`src/rtl/vote_pkg.sv`:
```
// -----------------------------------------------------------------------------
// vote_pkg
// Shared types and helpers for the vote input conditioning front end.
//   NUM_CANDIDATES : number of candidate buttons
//   cand_idx_t     : candidate index 0..3
//   cand_vec_t     : one bit per candidate (bit0 = button1)
//   cond_state_t   : conditioner FSM states
//   onehot_to_idx  : encode a one-hot candidate vector to its index
//   is_onehot      : true when exactly one candidate bit is set
// -----------------------------------------------------------------------------
package vote_pkg;

   localparam int NUM_CANDIDATES = 4;

   typedef logic [1:0] cand_idx_t;
   typedef logic [3:0] cand_vec_t;

   typedef enum logic [2:0] {
      IDLE         = 3'd0,
      DEBOUNCE     = 3'd1,
      ISSUE        = 3'd2,
      REJECT       = 3'd3,
      WAIT_RELEASE = 3'd4
   } cond_state_t;

   // Non-one-hot inputs map to index 0; callers only use this on one-hot data.
   function automatic cand_idx_t onehot_to_idx(input cand_vec_t vec);
      cand_idx_t idx;
      case (vec)
         4'b0001: idx = 2'd0;
         4'b0010: idx = 2'd1;
         4'b0100: idx = 2'd2;
         4'b1000: idx = 2'd3;
         default: idx = 2'd0;
      endcase
      return idx;
   endfunction

   // Clearing the lowest set bit leaves zero only for a single-bit vector.
   function automatic logic is_onehot(input cand_vec_t vec);
      return (vec != 4'b0000) && ((vec & (vec - 4'b0001)) == 4'b0000);
   endfunction

endpackage

```
`src/rtl/vote_input_conditioner_sync_2ff.sv`:
```
// -----------------------------------------------------------------------------
// sync_2ff
// Two-flop synchroniser for a vector of independent asynchronous inputs.
//   clk_i   : destination clock
//   rst_i   : asynchronous active-high reset, clears both stages
//   async_i : raw asynchronous inputs
//   sync_o  : inputs re-timed into the clk_i domain (two-cycle delay)
// Each bit is synchronised on its own; no coherency between bits is implied.
// -----------------------------------------------------------------------------
module sync_2ff #(
   parameter int WIDTH = 1
) (
   input  logic             clk_i,
   input  logic             rst_i,
   input  logic [WIDTH-1:0] async_i,
   output logic [WIDTH-1:0] sync_o
);

   logic [WIDTH-1:0] meta_q;
   logic [WIDTH-1:0] sync_q;

   // Metastability stage followed by the stable output stage.
   always_ff @(posedge clk_i or posedge rst_i) begin
      if (rst_i) begin
         meta_q <= {WIDTH{1'b0}};
         sync_q <= {WIDTH{1'b0}};
      end else begin
         meta_q <= async_i;
         sync_q <= meta_q;
      end
   end

   assign sync_o = sync_q;

endmodule

```
`src/rtl/vote_input_conditioner.sv`:
```
// -----------------------------------------------------------------------------
// vote_input_conditioner
// Synchronises and debounces the four candidate buttons and the mode switch,
// and turns each accepted press into exactly one single-cycle vote strobe.
//   clock           : system clock, rising edge
//   reset           : asynchronous active-high reset
//   mode            : 0 = voting, 1 = result view (asynchronous)
//   button1..4      : raw candidate buttons, active high (asynchronous)
//   vote_valid      : one-cycle strobe per accepted vote
//   vote_sel        : candidate index with vote_valid, else 0
//   vote_onehot     : one-hot candidate with vote_valid, else 0
//   multi_press_err : one-cycle pulse when a debounced press had >1 button
//   busy            : high whenever the FSM is not in IDLE
// All outputs are flops loaded from the next-state decode, so they change on
// the same edge the FSM enters ISSUE/REJECT and have no input-to-output path.
// -----------------------------------------------------------------------------
module vote_input_conditioner
   import vote_pkg::*;
#(
   parameter int DEBOUNCE_CYCLES = 10
) (
   input  logic       clock,
   input  logic       reset,
   input  logic       mode,
   input  logic       button1,
   input  logic       button2,
   input  logic       button3,
   input  logic       button4,
   output logic       vote_valid,
   output logic [1:0] vote_sel,
   output logic [3:0] vote_onehot,
   output logic       multi_press_err,
   output logic       busy
);

   localparam int CNT_W = $clog2(DEBOUNCE_CYCLES + 1);
   localparam logic [CNT_W-1:0] CNT_LAST = CNT_W'(DEBOUNCE_CYCLES - 1);
   localparam logic [CNT_W-1:0] CNT_ZERO = {CNT_W{1'b0}};
   localparam logic [CNT_W-1:0] CNT_ONE  = CNT_W'(1);

   logic [4:0]  raw_s;
   logic [4:0]  sync_s;
   cand_vec_t   btn_s;
   logic        mode_s;

   cond_state_t      state_q, state_d;
   cand_vec_t        cap_q, cap_d;
   logic [CNT_W-1:0] cnt_q, cnt_d;

   logic        vote_valid_q, vote_valid_d;
   cand_idx_t   vote_sel_q, vote_sel_d;
   cand_vec_t   vote_onehot_q, vote_onehot_d;
   logic        multi_press_err_q, multi_press_err_d;
   logic        busy_q, busy_d;

   assign raw_s = {mode, button4, button3, button2, button1};

   sync_2ff #(
      .WIDTH (5)
   ) u_sync (
      .clk_i   (clock),
      .rst_i   (reset),
      .async_i (raw_s),
      .sync_o  (sync_s)
   );

   assign btn_s  = sync_s[3:0];
   assign mode_s = sync_s[4];

   // Next-state logic for the press / debounce / release sequencer.
   always_comb begin
      state_d = state_q;
      cap_d   = cap_q;
      cnt_d   = cnt_q;
      case (state_q)
         IDLE: begin
            if (btn_s != 4'b0000) begin
               cnt_d = CNT_ZERO;
               if (!mode_s) begin
                  cap_d   = btn_s;
                  state_d = DEBOUNCE;
               end else begin
                  // Presses in result view are swallowed until released.
                  state_d = WAIT_RELEASE;
               end
            end else begin
               state_d = IDLE;
            end
         end
         DEBOUNCE: begin
            if (btn_s != cap_q) begin
               // Any change restarts qualification from IDLE.
               state_d = IDLE;
               cnt_d   = CNT_ZERO;
            end else if (mode_s) begin
               state_d = WAIT_RELEASE;
               cnt_d   = CNT_ZERO;
            end else if (cnt_q == CNT_LAST) begin
               state_d = is_onehot(cap_q) ? ISSUE : REJECT;
               cnt_d   = CNT_ZERO;
            end else begin
               cnt_d = cnt_q + CNT_ONE;
            end
         end
         ISSUE, REJECT: begin
            state_d = WAIT_RELEASE;
            cnt_d   = CNT_ZERO;
         end
         WAIT_RELEASE: begin
            if (btn_s != 4'b0000) begin
               // A held or re-pressed button restarts the release countdown.
               cnt_d = CNT_ZERO;
            end else if (cnt_q == CNT_LAST) begin
               state_d = IDLE;
               cnt_d   = CNT_ZERO;
            end else begin
               cnt_d = cnt_q + CNT_ONE;
            end
         end
         default: begin
            state_d = IDLE;
            cap_d   = 4'b0000;
            cnt_d   = CNT_ZERO;
         end
      endcase
   end

   // Output decode from the state being entered, so the flops line up with it.
   always_comb begin
      vote_valid_d      = 1'b0;
      vote_sel_d        = 2'd0;
      vote_onehot_d     = 4'b0000;
      multi_press_err_d = 1'b0;
      busy_d            = (state_d != IDLE);
      if (state_d == ISSUE) begin
         vote_valid_d  = 1'b1;
         vote_sel_d    = onehot_to_idx(cap_d);
         vote_onehot_d = cap_d;
      end else if (state_d == REJECT) begin
         multi_press_err_d = 1'b1;
      end else begin
         vote_valid_d      = 1'b0;
         multi_press_err_d = 1'b0;
      end
   end

   // FSM state, captured pattern and debounce counter.
   always_ff @(posedge clock or posedge reset) begin
      if (reset) begin
         state_q <= IDLE;
         cap_q   <= 4'b0000;
         cnt_q   <= CNT_ZERO;
      end else begin
         state_q <= state_d;
         cap_q   <= cap_d;
         cnt_q   <= cnt_d;
      end
   end

   // Registered outputs.
   always_ff @(posedge clock or posedge reset) begin
      if (reset) begin
         vote_valid_q      <= 1'b0;
         vote_sel_q        <= 2'd0;
         vote_onehot_q     <= 4'b0000;
         multi_press_err_q <= 1'b0;
         busy_q            <= 1'b0;
      end else begin
         vote_valid_q      <= vote_valid_d;
         vote_sel_q        <= vote_sel_d;
         vote_onehot_q     <= vote_onehot_d;
         multi_press_err_q <= multi_press_err_d;
         busy_q            <= busy_d;
      end
   end

   assign vote_valid      = vote_valid_q;
   assign vote_sel        = vote_sel_q;
   assign vote_onehot     = vote_onehot_q;
   assign multi_press_err = multi_press_err_q;
   assign busy            = busy_q;

endmodule

```
`config.mk`:
```
export PLATFORM = sky130hd
export DESIGN_NAME = vote_input_conditioner
export DESIGN_NICKNAME = d
export VERILOG_FILES = /design/src/rtl/vote_pkg.sv /design/src/rtl/vote_input_conditioner_sync_2ff.sv /design/src/rtl/vote_input_conditioner.sv
export SDC_FILE = /design/constraint.sdc
export NUM_CORES = 1
export LEC_CHECK = 0
export BUFFER_PORTS_ARGS = -buffer_cell sky130_fd_sc_hd__clkbuf_2
export CELL_PAD_IN_SITES_DETAIL_PLACEMENT = 0
export CELL_PAD_IN_SITES_GLOBAL_PLACEMENT = 2
export CORE_AREA = 2 2 48 83
export CTS_BUF_LIST = sky130_fd_sc_hd__clkbuf_16
export DETAILED_ROUTE_END_ITERATION = 10
export DIE_AREA = 0 0 50 85
export PLACE_DENSITY_LB_ADDON = 0.2
export SLEW_MARGIN = 10
export SYNTH_ARGS = -nofsm -noshare
export SYNTH_HDL_FRONTEND = slang
export SYNTH_HIERARCHICAL = 1
export SYNTH_SLANG_ARGS = --single-unit
export TNS_END_PERCENT = 20
```
`constraint.sdc`:
```
create_clock -name clock -period 3.09 [get_ports clock]
set_input_delay 0.1545 -clock clock [delete_from_list [all_inputs] [get_ports clock]]
set_output_delay 0.1545 -clock clock [all_outputs]
set_load 0.02 [all_outputs]
```
Word-level counts from Yosys, hierarchy flattened --
Index checks and enable logic that the tools add are counted.
Cells by class: shifts and indexed selects 0, mux-type cells 24, multipliers 0, reductions and logical operators 8, equal/unequal tests 12, add/subtract/negate cells 2, order comparisons 0, bitwise logic cells 1, div/mod/pow operators 0
Operators by type and width (count):
- 4-bit 2-to-1 mux | 8
- 3-bit 2-to-1 mux | 7
- 3-bit by 2-bit == test with 1-bit output (second input constant) | 4
- 3-bit one-hot mux with 4 select lines | 1
- 4-bit one-hot mux with 3 select lines | 1
- 4-bit == test (second input constant) | 2
- 4-bit one-hot mux with 2 select lines | 1
- 4-bit nonzero test | 2
- 2-bit one-hot mux with 3 select lines | 1
- 4-bit by 1-bit adder with 4-bit output (second input constant) | 1
- 4-bit AND | 1
- 4-bit by 2-bit == test with 1-bit output (second input constant) | 1
- 4-bit by 3-bit == test with 1-bit output (second input constant) | 1
- 4-bit zero test | 1
- 1-bit 2-to-1 mux | 4
- 4-bit inequality test | 1
- 4-bit OR reduction | 1
- 4-bit by 1-bit subtractor with 4-bit output (second input constant) | 1
- 3-bit by 1-bit == test with 1-bit output (second input constant) | 1
- 3-bit == test (second input constant) | 1
- 3-bit zero test | 1
- 3-bit nonzero test | 1
- 2-bit 2-to-1 mux | 1
- 2-bit inequality test (second input constant) | 1
- other kinds (2) | 2
Storage, ports and cells: memory bits (writable) 0, input port bits 7, output and inout bits 9, latch bits 0, memories kept 0, word-level logic and storage cells 57, ROM bits 0, register bits 30

Depth between registers and ports, before layout --
Gate-level depths: netlist (run 1).
word-level depth 12, depth in mapped cells 8

Cells and area by module --
Netlist (run 1), hierarchy kept.
By module, submodules not included:
- vote_input_conditioner | cells each 111, instances 1, seq. area each 500.5 um2, area an instance 1113.6 um2
- sync_2ff | cells each 11, instances 1, seq. area each 250.2 um2, area an instance 254.0 um2

Least setup slack after synthesis (run 1) --
No wires, ideal clock.
path type reg-to-reg, start register cnt_q[1], end register vote_sel_q[0], in the netlist vote_sel[0], setup slack 1.377 ns, stages on the path, launching flop included 9, arrival 1.632 ns, buffers on the path 2, data required time 3.010 ns, path through dfrtp_1 -> inv_1 -> ha_1 -> and3b_1 -> buf_2 -> o2111ai_1 -> or4_1 -> buf_6 -> nor3_2
On the way: longest elaborated chain between the ends 7
RTL lines:
- from (decl) | line vote_input_conditioner.sv:48 | logic [CNT_W-1:0] cnt_q, cnt_d;
- from (signal assigned) | line vote_input_conditioner.sv:156 | cnt_q <= cnt_d;
- 4-bit == test * | line vote_input_conditioner.sv:98, vote_input_conditioner.sv:113
- 3-bit 2-to-1 mux | line vote_input_conditioner.sv:98 | end else if (cnt_q == CNT_LAST) begin
- 3-bit 2-to-1 mux | line vote_input_conditioner.sv:95 | end else if (mode_s) begin
- 3-bit 2-to-1 mux | line vote_input_conditioner.sv:91 | if (btn_s != cap_q) begin
- 3-bit one-hot mux with 4 select lines * | line vote_input_conditioner.sv:75 | case (state_q)
- 3-bit by 2-bit == test with 1-bit output * | line vote_input_conditioner.sv:135 | if (state_d == ISSUE) begin
- 2-bit 2-to-1 mux * | line vote_input_conditioner.sv:135
- named net vote_sel_d[0] | line vote_input_conditioner.sv:51 | cand_idx_t vote_sel_q, vote_sel_d;
- to (signal assigned) | line vote_input_conditioner.sv:170 | vote_sel_q <= vote_sel_d;
- to (decl) | line vote_input_conditioner.sv:51
Mark *: on every way through the listed nets, which the timed path passes. The rest lies on a longest branch. A chain may end at the register's enable or synchronous reset.

Worst setup path after layout (run 1) --
start register state_q[2], end register vote_sel_q[1], in the netlist vote_sel[1]
On the way: longest elaborated chain between the ends 6
RTL lines:
- from (decl) | line vote_input_conditioner.sv:46 | cond_state_t state_q, state_d;
- from (signal assigned) | line vote_input_conditioner.sv:154 | state_q <= state_d;
- 3-bit == test, or another cell as far along | line vote_input_conditioner.sv:75
- 4-bit OR reduction (no line) or 3-bit 2-to-1 mux (tied branches)
- 4-bit one-hot mux with 2 select lines or 3-bit 2-to-1 mux (tied branches) | line vote_input_conditioner.sv:75, vote_input_conditioner.sv:91
- 4-bit == test, or another cell as far along | line vote_pkg.sv:29 | case (vec)
- 2-bit one-hot mux with 3 select lines or 3-bit by 2-bit == test with 1-bit output (tied branches) | line vote_pkg.sv:29, vote_input_conditioner.sv:135
- 2-bit 2-to-1 mux * | line vote_input_conditioner.sv:135
- named net vote_sel_d[1] | line vote_input_conditioner.sv:51
Marked as above.

==> results of run 1 <==
==> layout by cell type, fill, tap and decap left out, types with 2 or more instances in the layout <==
cell,count
or4_1,2
o21ai_0,3
clkbuf_16,5
a22o_1,2
xnor2_1,4
nor3_1,2
dlygate4sd3_1,6
nand3_1,4
ha_1,2
nand4_1,2
or3_1,2
dfrtp_1,30
nor3_2,2
o2bb2ai_1,3
nor2b_2,3
nor4b_1,3
nor2_1,8
inv_1,9
nor4_1,4
nand2_1,8
a211oi_1,2
or2_2,3
a22oi_1,4
clkbuf_2,15
==> cell families after synthesis <==
group | Yosys count | share of synthesized area
compound gates | 23 | 0.127
xor+xnor | 5 | 0.0320
buf+inv | 13 | 0.0531
flops | 30 | 0.549
fa+ha+maj | 2 | 0.0183
simple gates | 49 | 0.221
==> worst paths after layout <==
path | from | slack [ns] | cells past startpoint | end
worst min-delay path | u_sync/meta_q[2] | 0.35 | 0 | u_sync/sync_o[2]
min in group asynchronous | reset | 0.39 | 3 | u_sync/meta_q[2]
worst min register to register | u_sync/meta_q[2] | 0.35 | 0 | u_sync/sync_o[2]
max in group asynchronous | reset | 2.01 | 3 | cap_q[3]
worst max-delay path | state_q[2] | 1.09 | 4 | vote_sel[1]
worst max register to register | state_q[2] | 1.09 | 4 | vote_sel[1]
==> stage by stage <==
step | util | worst slack [ns] | cells
floorplan | - | 1.38 | 122
global placement | 0.406 | 1.13 | 178
detailed placement | 0.406 | 1.10 | 178
CTS | 0.469 | 1.08 | 192
global route | 0.469 | 0.952 | 192
finish | 0.469 | 1.09 | 192
==> sequential cells by signal, summed over array words and instances (netlist names) <==
register	count
u_sync/meta_q	5
u_sync/sync_o	5
cap_q	4
cnt_q	4
vote_onehot	4
state_q	3
vote_sel	2
busy	1
multi_press_err	1
vote_valid	1
==> cells in the mapped netlist <==
| cell type | n |
|---|---|
| o2111ai_1 | 1 |
| buf_6 | 3 |
| a22oi_1 | 4 |
| o31a_1 | 1 |
| xnor2_1 | 4 |
| nor2_2 | 1 |
| ha_1 | 2 |
| o31ai_1 | 1 |
| nor2b_2 | 3 |
| o2bb2ai_1 | 3 |
| a21oi_2 | 1 |
| nand2_1 | 8 |
| dfrtp_1 | 30 |
| a31oi_1 | 1 |
| or3_1 | 2 |
| or4_1 | 2 |
| a2bb2oi_1 | 1 |
| nor3_1 | 2 |
| or4_4 | 1 |
| o22ai_1 | 1 |
| nor4_2 | 1 |
| o21ai_0 | 3 |
| nand2b_1 | 1 |
| or2_2 | 3 |
| clkbuf_1 | 1 |
| nor4_1 | 4 |
| nor3_2 | 2 |
| a21oi_1 | 1 |
| a211oi_1 | 2 |
| nand3_2 | 1 |
| xor2_1 | 1 |
| and3b_1 | 1 |
| nor2_1 | 8 |
| buf_2 | 1 |
| nand4_1 | 2 |
| a32o_1 | 1 |
| nor4b_1 | 3 |
| nand3_1 | 4 |
| inv_1 | 8 |
| a22o_1 | 2 |
==> routing by layer <==
metal	GRT usage	up-vias
met2	0.306	20
met5	0	-
met4	0.0808	0
li1	-	484
met3	0.0317	7
met1	0.161	496
==> power by group <==
group	internal (mW)	switching, mW
logic	0.0901	0.103
registers	0.426	0.0608
clock network	0.376	0.164
total	0.892	0.328
==> area by class of cell <==
cell class | instances | share of cell area
tap | 46 | 0.0342
clock buffer | 5 | 0.0743
inverter | 8 | 0.0178
clock inverter | 3 | 0.0245
multi-input combinational | 79 | 0.323
sequential | 30 | 0.446
timing repair buffer | 21 | 0.0802
==> timing repair <==
| action | in CTS | in global routing |
|---|---|---|
| hold buffers | 6 | 0 |
| gates resized for setup | 0 | 0 |
| hold endpoints to repair | 15 | 0 |
| setup buffers | 0 | 0 |
==> worst register-to-register path, cell delays in order, from the launching register on <==
cell,delay [ns]
dfrtp_1,0.51
nor2_1,0.42
o2111ai_1,0.17
or4_1,0.63
nor3_2,0.18
==> results.md, run 1 <==
- Worst-Skew Late Latency: 0.27 ns
- Synth-to-layout area growth: 23.1%
- Fillcell total: 344
- Min-Delay Path Class: flip-flop to flip-flop
- Yosys top cell area share: 0.549
- Critical Path Start Type: flip-flop
- I/O Pins: 16
- Via Count: 1007
- MaxCap Viol Count: 0
- Leak Pwr: 0.736 nW
- Placement Cell Area: 0.00146 mm^2
- Post-synthesis sequential area ratio: 0.549
- Reg area: 751 um^2
- Crit-path max cell delay: 0.63 ns
- Design Power: 1.22 mW
- CP Class: flip-flop to flip-flop
- Worst Path Max Fanout: 12
- Critical Path, Cell by Cell: nor2_1 -> o2111ai_1 -> or4_1 -> nor3_2
- Area of the multi-input gates: 544 um^2
- Number of remaining DRC errors: 0
- Share of cells above drive strength 1: 0.240
- CTS Buf Count: 5
- Relative slew slack: 0.471
- CTS tree: done
- First-pass GRT wire length: 5020 um
- HPWL after DPL: 2290 um
- CP max-delay cell: or4_1
- Die span in y: 85 um
- Synth Cell Area: 0.00137 mm^2
- Total Die Area: 0.00425 mm^2
- Final hold violations: 0
- Detailed Routing Iterations Pass 1: 4
- Worst Path Required: 3.28 ns
- CTS root buf: clkbuf_16
- Final setup vio count: 0
- Synthesis-stage register bit count: 30
- Post-Synthesis Cells: 122
- Clock-pin slew of the registers on the worst-case setup and hold paths: 0.05 ns
- Run status: completed
- Routability cong.: 0.773
- Met3 Wirelength: 53 um
- Initial DRC Count: 32
- Final worst path period need: 2.00 ns
- Post-layout net count: 154
- Total routed wirelength: 3040 um
- Num Clock Sinks: 30
- Vias in the first global route: 1038
- Avg Inst Size Synth: 11.2 um^2
- Crit. End Element: flip-flop
- CTS max path bufs: 2
- Worst path bufs/invs: 0
- Post-synth net total: 131
- CP arrival: 2.19 ns
- YS warnings: 6
- Metal1 wirelength: 1080 um
- Via-to-Cell Ratio: 5.24
- Pin count of the biggest net entering global routing: 21
- CTS HTree Levels: 2
- Clock skew: 0.00184 ns
- Drt wl/cell: 15.8 um
- F_max: 500 MHz
- Synth area leader: dfrtp_1
- Pins Over Slew Limit: 0
- Post-DRT Antenna Nets: 0
- Worst-Margin Slew: 0.793 ns
- Met2 wire length: 1820 um
- Port Buffers: 15
- Max IR drop VDD: 0.552 mV
- Gr ovfl total: 0
- Cell Pwr Density: 724 mW/mm^2
- Initial antenna violation count: 0
- Minimum hold slack: 0.348 ns
- Initial Util: 0.381
- Tot GR Track Use: 0.162
- DR top layer: met4
- Die X: 50 um
- Fin crit share: 0.648
- Top post-synthesis cells by area: dfrtp_1, xnor2_1, buf_6
- Setup_tns: 0 ns
- Row count: 29
- Non-Filler Cell Area, Final: 0.00168 mm^2
- N_diodes: 0
- RSZ-0062 raised after global routing: false
- Synth cell types: 40
- Delay-heaviest family, CP: simple AND/OR/NAND/NOR gates
- Core Area: 0.00359 mm^2
Power figures use the tool's default switching activity.
==> run 2, diff against run 1 <==
--- a/config.mk
+++ b/config.mk
@@ -5,13 +5,14 @@
 export SDC_FILE = /design/constraint.sdc
 export NUM_CORES = 1
 export LEC_CHECK = 0
+export ABC_AREA = 1
 export BUFFER_PORTS_ARGS = -buffer_cell sky130_fd_sc_hd__clkbuf_2
 export CELL_PAD_IN_SITES_DETAIL_PLACEMENT = 0
 export CELL_PAD_IN_SITES_GLOBAL_PLACEMENT = 2
-export CORE_AREA = 2 2 48 83
+export CORE_AREA = 2 2 57 100
 export CTS_BUF_LIST = sky130_fd_sc_hd__clkbuf_16
 export DETAILED_ROUTE_END_ITERATION = 10
-export DIE_AREA = 0 0 50 85
+export DIE_AREA = 0 0 59 102
 export PLACE_DENSITY_LB_ADDON = 0.2
 export SLEW_MARGIN = 10
 export SYNTH_ARGS = -nofsm -noshare
==> constraint.sdc (replaced) <==
create_clock -name clock -period 1.69 [get_ports clock]
set_input_delay 0.0845 -clock clock [delete_from_list [all_inputs] [get_ports clock]]
set_output_delay 0.0845 -clock clock [all_outputs]
set_load 0.02 [all_outputs]
==> results.md, run 2 <==
- Run status: completed
- Register-to-register setup slack: 0.20 ns (-0.88 ns)
- RSZ-0062 raised after global routing: false
- Async SR Flop Fraction: 1.00 (unchanged)
- Final setup vio count: 0 (unchanged)
- Post-synth top cells: nand2_1, dfrtp_1, inv_1, nor2_1, nand3_1
- CTS HTree Levels: 2 (unchanged)
- Finished Layout Cells: 279 (+45%)
- Share of cells above drive strength 1: 0.232 (-0.00758)
- Post-layout net count: 232 (+51%)
- Clock power frac: 0.349 (-0.094)
- CTS max path bufs: 2 (unchanged)
- Gr ovfl total: 0 (unchanged)
- Final core occ: 0.366 (-0.103)
- Fin crit share: 0.879 (+0.231)
- Cell Pwr Density: 1290 mW/mm^2 (+78%)
- Setup_tns: 0 ns (unchanged)
- Number of remaining DRC errors: 0 (unchanged)
- I/O Pins: 16 (unchanged)
- Worst path bufs/invs: 2 (+2)
- Synth area leader: dfrtp_1
- Initial DRC Count: 49 (+53%)
- Crit-path max cell delay: 0.42 ns (-0.21 ns)
- Reg2reg start: state_q[0]
- Reg area: 752 um^2 (+0.17%)
- Total routed wirelength: 3520 um (+16%)
- Relative slew slack: 0.768 (+0.297)
- YS warnings: 6 (unchanged)
- Clock skew: 0.00428 ns (+0.00244 ns)
- Max IR drop VDD: 0.643 mV (+17%)
- CP Class: flip-flop to flip-flop
- Most common cell in the netlist: nand2_1
- Worst-Margin Slew: 0.347 ns (-0.446 ns)
- Vias in the first global route: 1334 (+29%)
- Worst Path Max Fanout: 4 (-8)
- CTS root buf: clkbuf_16
- Drt wl/cell: 12.6 um (-20%)
- HPWL after DPL: 2710 um (+18%)
- Post-synthesis sequential area ratio: 0.492 (-0.0567)
- Delay-heaviest family, CP: simple AND/OR/NAND/NOR gates
- Setup ws final: 0.205 ns (-0.884 ns)
- Pint: 1.57 mW (+75%)
- CP arrival: 1.65 ns (-0.54 ns)
- Synthesis-stage register bit count: 30 (unchanged)
- Area of the multi-input gates: 646 um^2 (+19%)
- Most Frequent Cell on Critical Path: nand2_1
- Worst flop-to-flop path endpoint: vote_sel[0]
- F_max: 673 MHz (+35%)
- Sw power: 0.874 mW (+170%)
- Leak Pwr: 1.02 nW (+38%)
- Critical Path, Cell by Cell: inv_1 -> nand2_1 -> nand2_1 -> nand2_1 -> nand2_1 -> inv_1 -> a21oi_1 -> nand2_1 -> nand3_1 -> nor2_1
- CP max-delay cell: dfrtp_1
- Total Die Area: 0.00602 mm^2 (+42%)
- First-pass GRT wire length: 6280 um (+25%)
- Worst Reg-to-Reg Cells: 10 (+6)
- Via Count: 1263 (+25%)
- Top post-synthesis cells by area: dfrtp_1, nand2_1, inv_1
- Die X: 59 um (+18%)
- Post-synth EDFFs: 0 (unchanged)
- Core Area: 0.00517 mm^2 (+44%)
- Row count: 35 (+21%)
- Post-DRT Antenna Nets: 0 (unchanged)
- Initial Util: 0.295 (-0.0855)
- Worst-Skew Late Latency: 0.28 ns (about the same)
- Die span in y: 102 um (+20%)
- Synth-to-layout area growth: 23.9%
- Routability cong.: 0.772 (-0.10%)
- Synth Cell Area: 0.00153 mm^2 (+12%)
- Seq pwr share: 0.380 (-0.019)
- Tot GR Track Use: 0.144 (-0.0188)
- Post-Synthesis Cells: 194 (+59%)
- Num Clock Sinks: 30 (unchanged)
- Via-to-Cell Ratio: 4.53 (-14%)
- Port Buffers: 15 (unchanged)
- CTS tree: done
- Synth cell types: 22 (-45%)
- MaxCap Viol Count: 0 (unchanged)
- Yosys top cell area share: 0.492 (-0.0567)
- Combinational share of power: 0.271 (+0.113)
- Critical Path Start Type: flip-flop
- N_diodes: 0 (unchanged)
- Inst Count DP: 265 (+49%)
- Sw frac: 0.358 (+0.0894)
- Clock-pin slew of the registers on the worst-case setup and hold paths: 0.05 ns (about the same)
- Commonest non-fill, non-tap cell in the layout: nand2_1
- Synth Flop Type: dfrtp_1
- Min-Delay Path Class: primary input to asynchronous set/reset pin
- Crit. End Element: flip-flop
- Final worst path period need: 1.49 ns (-0.516 ns)
- Fillcell total: 549 (+60%)
- Most frequent cells in the layout: nand2_1, dfrtp_1, inv_1
- Post-synth net total: 203 (+55%)
- Final hold violations: 0 (unchanged)
- Avg Inst Size Synth: 7.86 um^2 (-30%)
- Worst Path Required: 1.85 ns (-1.43 ns)
- CTS Buf Count: 5 (unchanged)
- Pin count of the biggest net entering global routing: 21 (unchanged)
- Pins Over Slew Limit: 0 (unchanged)
- Detailed Routing Iterations Pass 1: 4 (unchanged)
- Initial antenna violation count: 0 (unchanged)
- DP Worst Slack: 0.110 ns (-0.985 ns)
- Post-CTS Setup Bufs: 0 (unchanged)
-- run 2: cell count changes in the layout (fill, tap and decap cells not counted), sizes merged, moves of 5 or more --
cell and delta:
a21oi +6, nor2 +14, inv +22, nor4 -5, nand3 +10, nand2 +61
-- run 2: logic make-up (layout without fill, tap and decap cells) --
family	after synthesis	count (layout)	share of synthesized area
buf+inv	35	65	0.0911
flops	30	30	0.492
simple gates	112	112	0.346
fa+ha+maj	2	2	0.0164
xor+xnor	1	1	0.00574
compound gates	14	14	0.0484
-- run 2: stage by stage --
step           total power, mW  hold WS [ns]  cell area (um^2)
2_1_floorplan             1.43       -0.0753              1530
3_3_place_gp              1.60        0.0481              1680
3_5_place_dp              1.60        0.0648              1680
4_1_cts                   2.48         0.317              1880
5_1_grt                   2.65         0.351              1890
6_report                  2.44         0.314              1890
-- run 2: power by group through the flow --
stage	clock [mW]	sequential, mW	combinational (mW)
after floorplan	0	0.897	0.533
after global placement	0	0.941	0.658
after detailed placement	0	0.940	0.659
after CTS	0.884	0.928	0.672
after global routing	0.924	0.952	0.779
final	0.852	0.926	0.661
-- run 2: final cells by class --
cell class | instances | share of cell area
Inverter | 33 | 0.0656
Tap cell | 55 | 0.0364
Multi-Input combinational cell | 129 | 0.342
Clock buffer | 5 | 0.0662
Clock inverter | 3 | 0.00861
Sequential cell | 30 | 0.398
Timing Repair Buffer | 24 | 0.0834
-- run 2: how the worst max path moves through the flow --
stage                          start  depth (start not counted)          end  slack (ns)
after global placement    state_q[2]                          7     cnt_q[3]        0.05
after detailed placement  state_q[2]                          7     cnt_q[2]        0.11
after floorplan             cnt_q[1]                          9         busy        0.30
after global routing      state_q[2]                          7     cnt_q[3]        0.02
final                     state_q[0]                         10  vote_sel[0]        0.20
after CTS                 state_q[2]                          7     cnt_q[2]        0.09
-- run 2: routing by layer --
layer,track usage,vias to the layer above,part of all wire
li1,-,648,-
met1,0.139,592,0.37
met2,0.276,18,0.58
met3,0.0342,5,0.029
met4,0.0629,0,0.021
met5,0,-,0
-- run 2: worst reg2reg max path: cells and delay by family, from the launching register on --
family	cells	cell delay [ns]
AOI/OAI and AO/OA	1	0.24
buffers and inverters	2	0.11
DFF	1	0.42
and+or+nand+nor	7	0.61
-- run 2: timing repair --
item	in CTS	in global routing
hold buffers	6	0
gates resized for setup	0	3
hold endpoints to repair	35	0
setup endpoints to repair	0	6
